**config.mk**
```make
export PLATFORM = sky130hd
export DESIGN_NAME = serial_frame_ctrl
export DESIGN_NICKNAME = d
export VERILOG_FILES = /design/src/rtl/serial_frame_ctrl_pkg.sv /design/src/rtl/port_onehot_dec.sv /design/src/rtl/serial_frame_ctrl.sv
export SDC_FILE = /design/constraint.sdc
export NUM_CORES = 1
export LEC_CHECK = 0
export BUFFER_PORTS_ARGS = -buffer_cell sky130_fd_sc_hd__buf_2
export CORE_MARGIN = 1.5
export CORE_UTILIZATION = 50
export CTS_BUF_LIST = sky130_fd_sc_hd__clkbuf_4
export CTS_CLUSTER_SIZE = 25
export DETAILED_ROUTE_END_ITERATION = 8
export PLACE_DENSITY = 0.68
export SYNTH_ARGS = -nofsm -noshare
export SYNTH_HDL_FRONTEND = slang
export SYNTH_SLANG_ARGS = --single-unit
```
**constraint.sdc**
```tcl
create_clock -name clk -period 2.3 [get_ports clk]
set_clock_uncertainty 0.05 [all_clocks]
set_input_delay 0.345 -clock clk [delete_from_list [all_inputs] [get_ports clk]]
set_output_delay 0.345 -clock clk [all_outputs]
set_load 0.01 [all_outputs]
```
**src/rtl/serial_frame_ctrl_pkg.sv**
```systemverilog
// rtl/serial_frame_ctrl_pkg.sv - shared types and constants for the serial frame controller
package serial_frame_ctrl_pkg;

  localparam int PORT_W    = 2;
  localparam int LINE_W    = 2;
  localparam int LEN_W_DEF = 4;

  typedef enum logic [2:0] {
    S_IDLE,
    S_PORT,
    S_LINE,
    S_LEN,
    S_PAYLOAD,
    S_DONE
  } state_t;

  localparam logic [3:0] PORT_ONEHOT [4] = '{4'b0001, 4'b0010, 4'b0100, 4'b1000};

endpackage

```
**src/rtl/port_onehot_dec.sv**
```systemverilog
// rtl/port_onehot_dec.sv - combinational 2-bit port field to one-hot destination decode
module port_onehot_dec
  import serial_frame_ctrl_pkg::*;
(
  input  logic [PORT_W-1:0] i_port,
  output logic [3:0]        o_onehot
);

  assign o_onehot = PORT_ONEHOT[i_port];

endmodule

```
**src/rtl/serial_frame_ctrl.sv**
```systemverilog
// rtl/serial_frame_ctrl.sv - serial frame parser: start bit, port, line, length, payload
// Payload bits leave through a two-register pipeline so serOut/valid/P_select move together.
module serial_frame_ctrl
  import serial_frame_ctrl_pkg::*;
#(
  parameter int LEN_W = LEN_W_DEF
) (
  input  logic       clk,
  input  logic       rst,
  input  logic       serIn,
  output logic       serOut,
  output logic [3:0] P_select,
  output logic [1:0] L_select,
  output logic       valid,
  output logic       busy,
  output logic       done
);

  state_t             r_state;
  state_t             w_next;
  logic [LEN_W-1:0]   r_cnt;
  logic [PORT_W-1:0]  r_port;
  logic [LINE_W-1:0]  r_line;
  logic [LEN_W-1:0]   r_len;
  logic               r_s1_v;
  logic               r_s1_bit;
  logic               r_s1_last;
  logic               r_last;

  logic [LEN_W-1:0]   w_len_val;
  logic               w_port_last;
  logic               w_line_last;
  logic               w_len_last;
  logic               w_pay_last;
  logic               w_pay_sample;
  logic               w_len_zero_end;
  logic [3:0]         w_onehot;

  assign w_len_val   = {r_len[LEN_W-2:0], serIn};
  assign w_port_last = (r_state == S_PORT)    && (r_cnt == LEN_W'(PORT_W - 1));
  assign w_line_last = (r_state == S_LINE)    && (r_cnt == LEN_W'(LINE_W - 1));
  assign w_len_last  = (r_state == S_LEN)     && (r_cnt == LEN_W'(LEN_W - 1));
  assign w_pay_last  = (r_state == S_PAYLOAD) && (r_cnt == LEN_W'(1));

  port_onehot_dec u_dec (
    .i_port   (r_port),
    .o_onehot (w_onehot)
  );

  always_ff @(posedge clk) begin
    if (rst) r_state <= S_IDLE;
    else     r_state <= w_next;
  end

  always_comb begin
    w_next = r_state;
    case (r_state)
      S_IDLE:    if (!serIn)      w_next = S_PORT;
      S_PORT:    if (w_port_last) w_next = S_LINE;
      S_LINE:    if (w_line_last) w_next = S_LEN;
      S_LEN:     if (w_len_last)  w_next = (w_len_val != '0) ? S_PAYLOAD : S_DONE;
      S_PAYLOAD: if (w_pay_last)  w_next = S_DONE;
      S_DONE:                     w_next = S_IDLE;
      default:                    w_next = S_IDLE;
    endcase
  end

  always_comb begin
    busy           = (r_state != S_IDLE);
    w_pay_sample   = (r_state == S_PAYLOAD);
    w_len_zero_end = w_len_last && (w_len_val == '0);
  end

  // One counter serves every state: counts up through header fields, counts down the payload.
  always_ff @(posedge clk) begin
    if (rst) begin
      r_cnt    <= '0;
      r_port   <= '0;
      r_line   <= '0;
      r_len    <= '0;
      L_select <= '0;
    end else begin
      if (r_state != w_next)
        r_cnt <= (w_next == S_PAYLOAD) ? w_len_val : '0;
      else if (r_state == S_PAYLOAD)
        r_cnt <= r_cnt - LEN_W'(1);
      else if (r_state inside {S_PORT, S_LINE, S_LEN})
        r_cnt <= r_cnt + LEN_W'(1);

      if (r_state == S_PORT) r_port <= {r_port[PORT_W-2:0], serIn};
      if (r_state == S_LINE) r_line <= {r_line[LINE_W-2:0], serIn};
      if (r_state == S_LEN)  r_len  <= w_len_val;
      if (w_line_last)       L_select <= {r_line[LINE_W-2:0], serIn};
    end
  end

  always_ff @(posedge clk) begin
    if (rst) begin
      r_s1_v    <= 1'b0;
      r_s1_bit  <= 1'b0;
      r_s1_last <= 1'b0;
      r_last    <= 1'b0;
      valid     <= 1'b0;
      serOut    <= 1'b0;
      P_select  <= '0;
      done      <= 1'b0;
    end else begin
      r_s1_v    <= w_pay_sample;
      r_s1_bit  <= serIn & w_pay_sample;
      r_s1_last <= w_pay_last;
      valid     <= r_s1_v;
      serOut    <= r_s1_v & r_s1_bit;
      P_select  <= r_s1_v ? w_onehot : 4'b0000;
      r_last    <= r_s1_v & r_s1_last;
      done      <= r_last | w_len_zero_end;
    end
  end

endmodule
```
Yosys cells after proc, flatten, opt, wreduce, memory -nomap -nowiden
Cells that the tools add are included.

Flip-flop bits (word level): 26. Bits in latches: 0. Bits in writable memories: 0. Bits in read-only memories: 0. Input port bits: 3. Output and inout bits: 10. Logic and storage cells: 57. Memories: 0.

Add/sub/neg operators: 2. Multiply operators: 0. Div/mod/pow operators: 0. Order comparisons: 1. Equality and inequality tests: 8. Shift operators: 0. Multiplexer cells: 14. Bitwise logic cells: 6. Reduce and logical (&&, ||, !) cells: 12.

Operators with widths (count): 4-bit 2-to-1 mux (6); 3-bit 2-to-1 mux (5); 3-bit case mux with 5 select lines (1); 3-bit nonzero test (3); 4-bit binary-select mux with 2-bit select (1); 3-bit by 2-bit == test with 1-bit output, second input constant (2); 3-bit == test, second input constant (2); 1-bit logical AND (5); 4-bit by 1-bit adder with 4-bit output, second input constant (1); 4-bit by 1-bit == test with 1-bit output, second input constant (1); 4-bit by 2-bit == test with 1-bit output, second input constant (1); 4-bit logical NOT (1); 4-bit nonzero test (1); 4-bit by 1-bit subtractor with 4-bit output, second input constant (1); 1-bit AND (3); 3-bit by 1-bit == test with 1-bit output, second input constant (1); 3-bit >= comparator, second input constant (1); 3-bit logical NOT (1); 3-bit inequality test (1); 2-bit NOT with 3-bit output (1); 2-bit OR reduction (1); 1-bit 2-to-1 mux (1); 1-bit NOT (1); 1-bit bitwise OR (1).

Depth between registers and ports, before layout
Depth after elaboration: 7. Gate-level depth with buffers: 8. Mapped depth without buffers: 7.

By module
Synthesis repeated with hierarchy kept, for this count alone.

Cell total of the unflattened synthesis: 142. Area total of the unflattened synthesis: 1228.7 µm².

Modules (own cells, without submodules): serial_frame_ctrl (times used 1, cells each 138, area an instance 1202.4 µm², sequential area each 520.5 µm²); port_onehot_dec (times used 1, cells each 4, area an instance 26.3 µm², sequential area each 0.0 µm²).

Least setup slack after synthesis
Ideal clock, no wire load.

Path type: reg-to-reg. From: reg r_cnt[1]. To: reg r_cnt[0]. Arrival: 2.050 ns. Required time: 2.158 ns. Path slack: 0.108 ns. Stages on the path, launching flop included: 9. Path buffers: 1. Period minus slack after synthesis: 2.192 ns. Cells stage by stage: dfxtp_1 inv_1 ha_1 nor3b_2 mux2_2 o2111a_1 buf_6 mux2_4 o32ai_1.

Longest elaborated chain between the ends: 7. Elaborated cells between the ends (all ways): 16.

Ends and longest elaborated chain: start: declaration (line serial_frame_ctrl.sv:21) `logic [LEN_W-1:0] r_cnt;`; start signal: assignment (line serial_frame_ctrl.sv:84) `r_cnt <= (w_next == S_PAYLOAD) ? w_len_val : '0;`; start signal: assignment (line serial_frame_ctrl.sv:86) `r_cnt <= r_cnt - LEN_W'(1);`; start signal: assignment (line serial_frame_ctrl.sv:88) `r_cnt <= r_cnt + LEN_W'(1);`; 4-bit by 1-bit == test with 1-bit output / 4-bit by 2-bit == test with 1-bit output (equally long branches); 1-bit logical AND (on tied branches); 3-bit 2-to-1 mux (on tied branches); 3-bit case mux with 5 select lines * (line serial_frame_ctrl.sv:57) `case (r_state)`; 3-bit == test (line serial_frame_ctrl.sv:84); 4-bit 2-to-1 mux (line serial_frame_ctrl.sv:84); 4-bit 2-to-1 mux (line serial_frame_ctrl.sv:83) `if (r_state != w_next)`.

Every way passes the cells marked *; elsewhere a longest branch is shown, timed or not. A chain may end at the register's enable or synchronous reset.

Final worst setup path
From: reg r_cnt[0]. To: reg r_cnt[0].

Longest elaborated chain between the ends: 7. Elaborated cells between the ends (all ways): 20.

Ends and longest elaborated chain (line): 4-bit by 1-bit == test with 1-bit output / 4-bit by 2-bit == test with 1-bit output (equally long branches); 1-bit logical AND (on tied branches); 3-bit 2-to-1 mux (on tied branches); 3-bit case mux with 5 select lines (serial_frame_ctrl.sv:57); 3-bit == test (serial_frame_ctrl.sv:84); 4-bit 2-to-1 mux (serial_frame_ctrl.sv:84); 4-bit 2-to-1 mux (serial_frame_ctrl.sv:83).

Several ways; a longest one is shown, not always the timed one. The select of a mux whose other input is x is not followed.

==> flow_summary.toml <==
[run_status]
run_status = "completed"

[power]
power_report.internal_total_mw = 0.691
power.switching_mw = 0.220
post-layout-total-power_mw = 0.911
combPwrFrac = 0.129
cellLeakagePower_nw = 0.578
power_frac_clock = 0.345
seq_power_share = 0.526
power_per_cell_area_nw_per_um2 = 651
worst_ir_drop_on_vdd_uv = 560
sw_share = 0.242

[global_routing]
grt_pass1_vias = 1031
antenna_found_initial = 0
grt_util_all_layers = 0.221
grt_max_degree = 17
grt_first_pass_wirelength_um = 4380
overflow = 0

[yosys]
syn_avg_cell_area_um2 = 8.89
synth_seq_cells = 26
synthesis.area_um2 = 1230
count_of_flip_flops_with_a_built_in_enable_after_synthesis = 0
synth_cell_type_count = 37
postSynth.topFlopCell = "sky130_fd_sc_hd__dfxtp_1"
synth_nets = 144
syn_inst = 138
number_of_warning_messages_in_the_yosys_log = 0
synth.yosys.seq_area_share = 0.424
ys_async_sr_fraction = 0

[floorplanning]
die_h_um = 52.5
initial_core_util = 0.544
placement_rows = 17
dieWidth_um = 52.5
core_area_um2 = 2250
pin_count = 13
fp.dieArea_um2 = 2760

[detailed_routing]
route.vias.total = 1087
drt_first_pass_iters = 6
detail_route.vias_per_cell = 5.94
avgRoutedWirePerCell_um = 14.7
postRouteAntennaNets = 0
dr.first_iter.drc_count = 30
drc_errors = 0
finalWirelength_um = 2690

[sta]
finalSetupTns_ps = 0
fin_crit_sh = 0.936
grt_setup_unrepaired = "false"
finalHoldViolCount = 0
max-slew-margin-rel = 0.620
period_needed_ps = 2150
timing_max_transition_violations_final = 0
max_slew.worst_pin.slew_ps = 569
max_freq_ghz = 0.465
finalSetupViolations = 0

[clock_tree]
clock_path_buffers = 2
htree_levels = 1
clkSlewWorstSetupHoldPaths_ps = 140
post_cts.resized_instances = 0
numCtsBuffers = 3
clk-insertion-delay-late_ps = 330
cts_tree = "done"
postCtsSetupRepairBufs = 0
clock_tree.root_cell = "sky130_fd_sc_hd__clkbuf_4"
hold_buffers = 0
cts.sink_count = 26

[place]
post_placement_cell_area_um2 = 1340
routabilityCongestion = 0.843
portBuffers = 12
dpl.hpwl_um = 1950

[hold_path]
hold_start = "serIn"
hold_class = "input pin to register"

[flow_run]
max_cap_viol_count = 0

[cells_and_area]
layout-drive-gt1-share = 0.219
post_route_core_utilization = 0.620
syn2layout_area_growth_pct = 14.0
n_antenna_cell = 0
nNetsFinal = 162
final_area_um2 = 1400

[worst_setup_path]
critPathLaunchType = "register"
crit_path_max_fanout = 5
critPathLaunch = "r_cnt[0]"
path_class = "register to register"
critical_path_required_ps = 2500
timing.critical_path.arrival_ps = 2350
worst_r2r_startpoint = "r_cnt[0]"
endpoint_class_of_the_critical_path = "register"
[state kept, by name (all words and copies together), names as in the netlist, 2 cells and up]
signal and cells:
P_select 4, r_cnt 4, r_len 3, r_state 3, L_select 2, r_port 2
[through the flow]
stage / instances / worst slack (ps) / hold WS, ps
2_1_floorplan: 138 / 108 / 356
3_3_place_gp: 179 / 183 / 359
3_5_place_dp: 179 / 102 / 363
4_1_cts: 183 / 71.6 / 263
5_1_grt: 183 / 42.0 / 264
6_report: 183 / 148 / 274
[cells by family (layout without fill, tap and decap cells)]
logic type               Yosys count  in the layout  synth area share
AO/OA/AOI/OAI                     22             22             0.118
XOR/XNOR                           3              3            0.0214
adder cells (fa/ha/maj)            3              3            0.0306
buffers and inverters             13             30            0.0540
flip-flops                        26             26             0.424
multiplexers                       6              6            0.0540
AND/OR/NAND/NOR                   65             65             0.298
[critical path, cell delays in order, from the launching register on]
cell and delay [ps]:
sky130_fd_sc_hd__dfxtp_2 390, sky130_fd_sc_hd__ha_1 180, sky130_fd_sc_hd__or3b_2 470, sky130_fd_sc_hd__o21bai_1 150, sky130_fd_sc_hd__o2111a_2 270, sky130_fd_sc_hd__mux2_4 310, sky130_fd_sc_hd__o32ai_1 250
[layout make-up]
class / instances / area, um2
Fill cell: 221 / 856
Multi-Input combinational cell: 99 / 642
Sequential cell: 26 / 523
Timing Repair Buffer: 21 / 128
Tap cell: 28 / 35.0
Clock inverter: 1 / 30.0
Clock buffer: 3 / 22.5
Inverter: 5 / 18.8
[cell usage in the layout, fill, tap and decap left out, types with 4 or more instances in the layout]
cell	netlist	layout
sky130_fd_sc_hd__dfxtp_1	26	24
sky130_fd_sc_hd__nor2_1	15	15
sky130_fd_sc_hd__buf_2	2	12
sky130_fd_sc_hd__nand2_1	11	11
sky130_fd_sc_hd__buf_4	0	9
sky130_fd_sc_hd__a21oi_1	8	8
sky130_fd_sc_hd__nand3_1	6	6
sky130_fd_sc_hd__inv_1	5	5
sky130_fd_sc_hd__nor3b_1	5	5
sky130_fd_sc_hd__o21ai_0	5	5
sky130_fd_sc_hd__mux2i_1	4	4
[per-layer routing]
layer / up-vias / track usage / wire, um
li1: 523 / - / -
met1: 517 / 0.266 / 1230
met2: 40 / 0.367 / 1290
met3: 7 / 0.0343 / 104
met4: 0 / 0.132 / 56
met5: - / 0 / 0
[power by group through the flow]
stage / combinational, mW / clock [mW] / sequential [mW]
floorplan: 0.0998 / 0 / 0.477
global placement: 0.113 / 0 / 0.487
detailed placement: 0.115 / 0 / 0.488
CTS: 0.116 / 0.320 / 0.478
global route: 0.129 / 0.331 / 0.482
finish: 0.117 / 0.314 / 0.479
[cell usage after synthesis, types with 4 or more instances]
library cell | n | share of area
sky130_fd_sc_hd__mux2i_1 | 4 | 0.033
sky130_fd_sc_hd__inv_1 | 5 | 0.015
sky130_fd_sc_hd__dfxtp_1 | 26 | 0.42
sky130_fd_sc_hd__nand3_1 | 6 | 0.024
sky130_fd_sc_hd__nor2_1 | 15 | 0.046
sky130_fd_sc_hd__nor3b_1 | 5 | 0.031
sky130_fd_sc_hd__nand2_1 | 11 | 0.034
sky130_fd_sc_hd__a21oi_1 | 8 | 0.033
sky130_fd_sc_hd__o21ai_0 | 5 | 0.020
sky130_fd_sc_hd__clkbuf_1 | 4 | 0.012
[path summary, 6_finish.rpt]
path | to | slack [ps] | depth (start not counted)
setup / recovery | r_cnt[0] | 150 | 6
hold / removal | r_port[0] | 270 | 3
setup reg to reg | r_cnt[0] | 150 | 6
hold reg to reg | serOut | 390 | 1
Note: power is estimated with default switching activity, not from simulation.
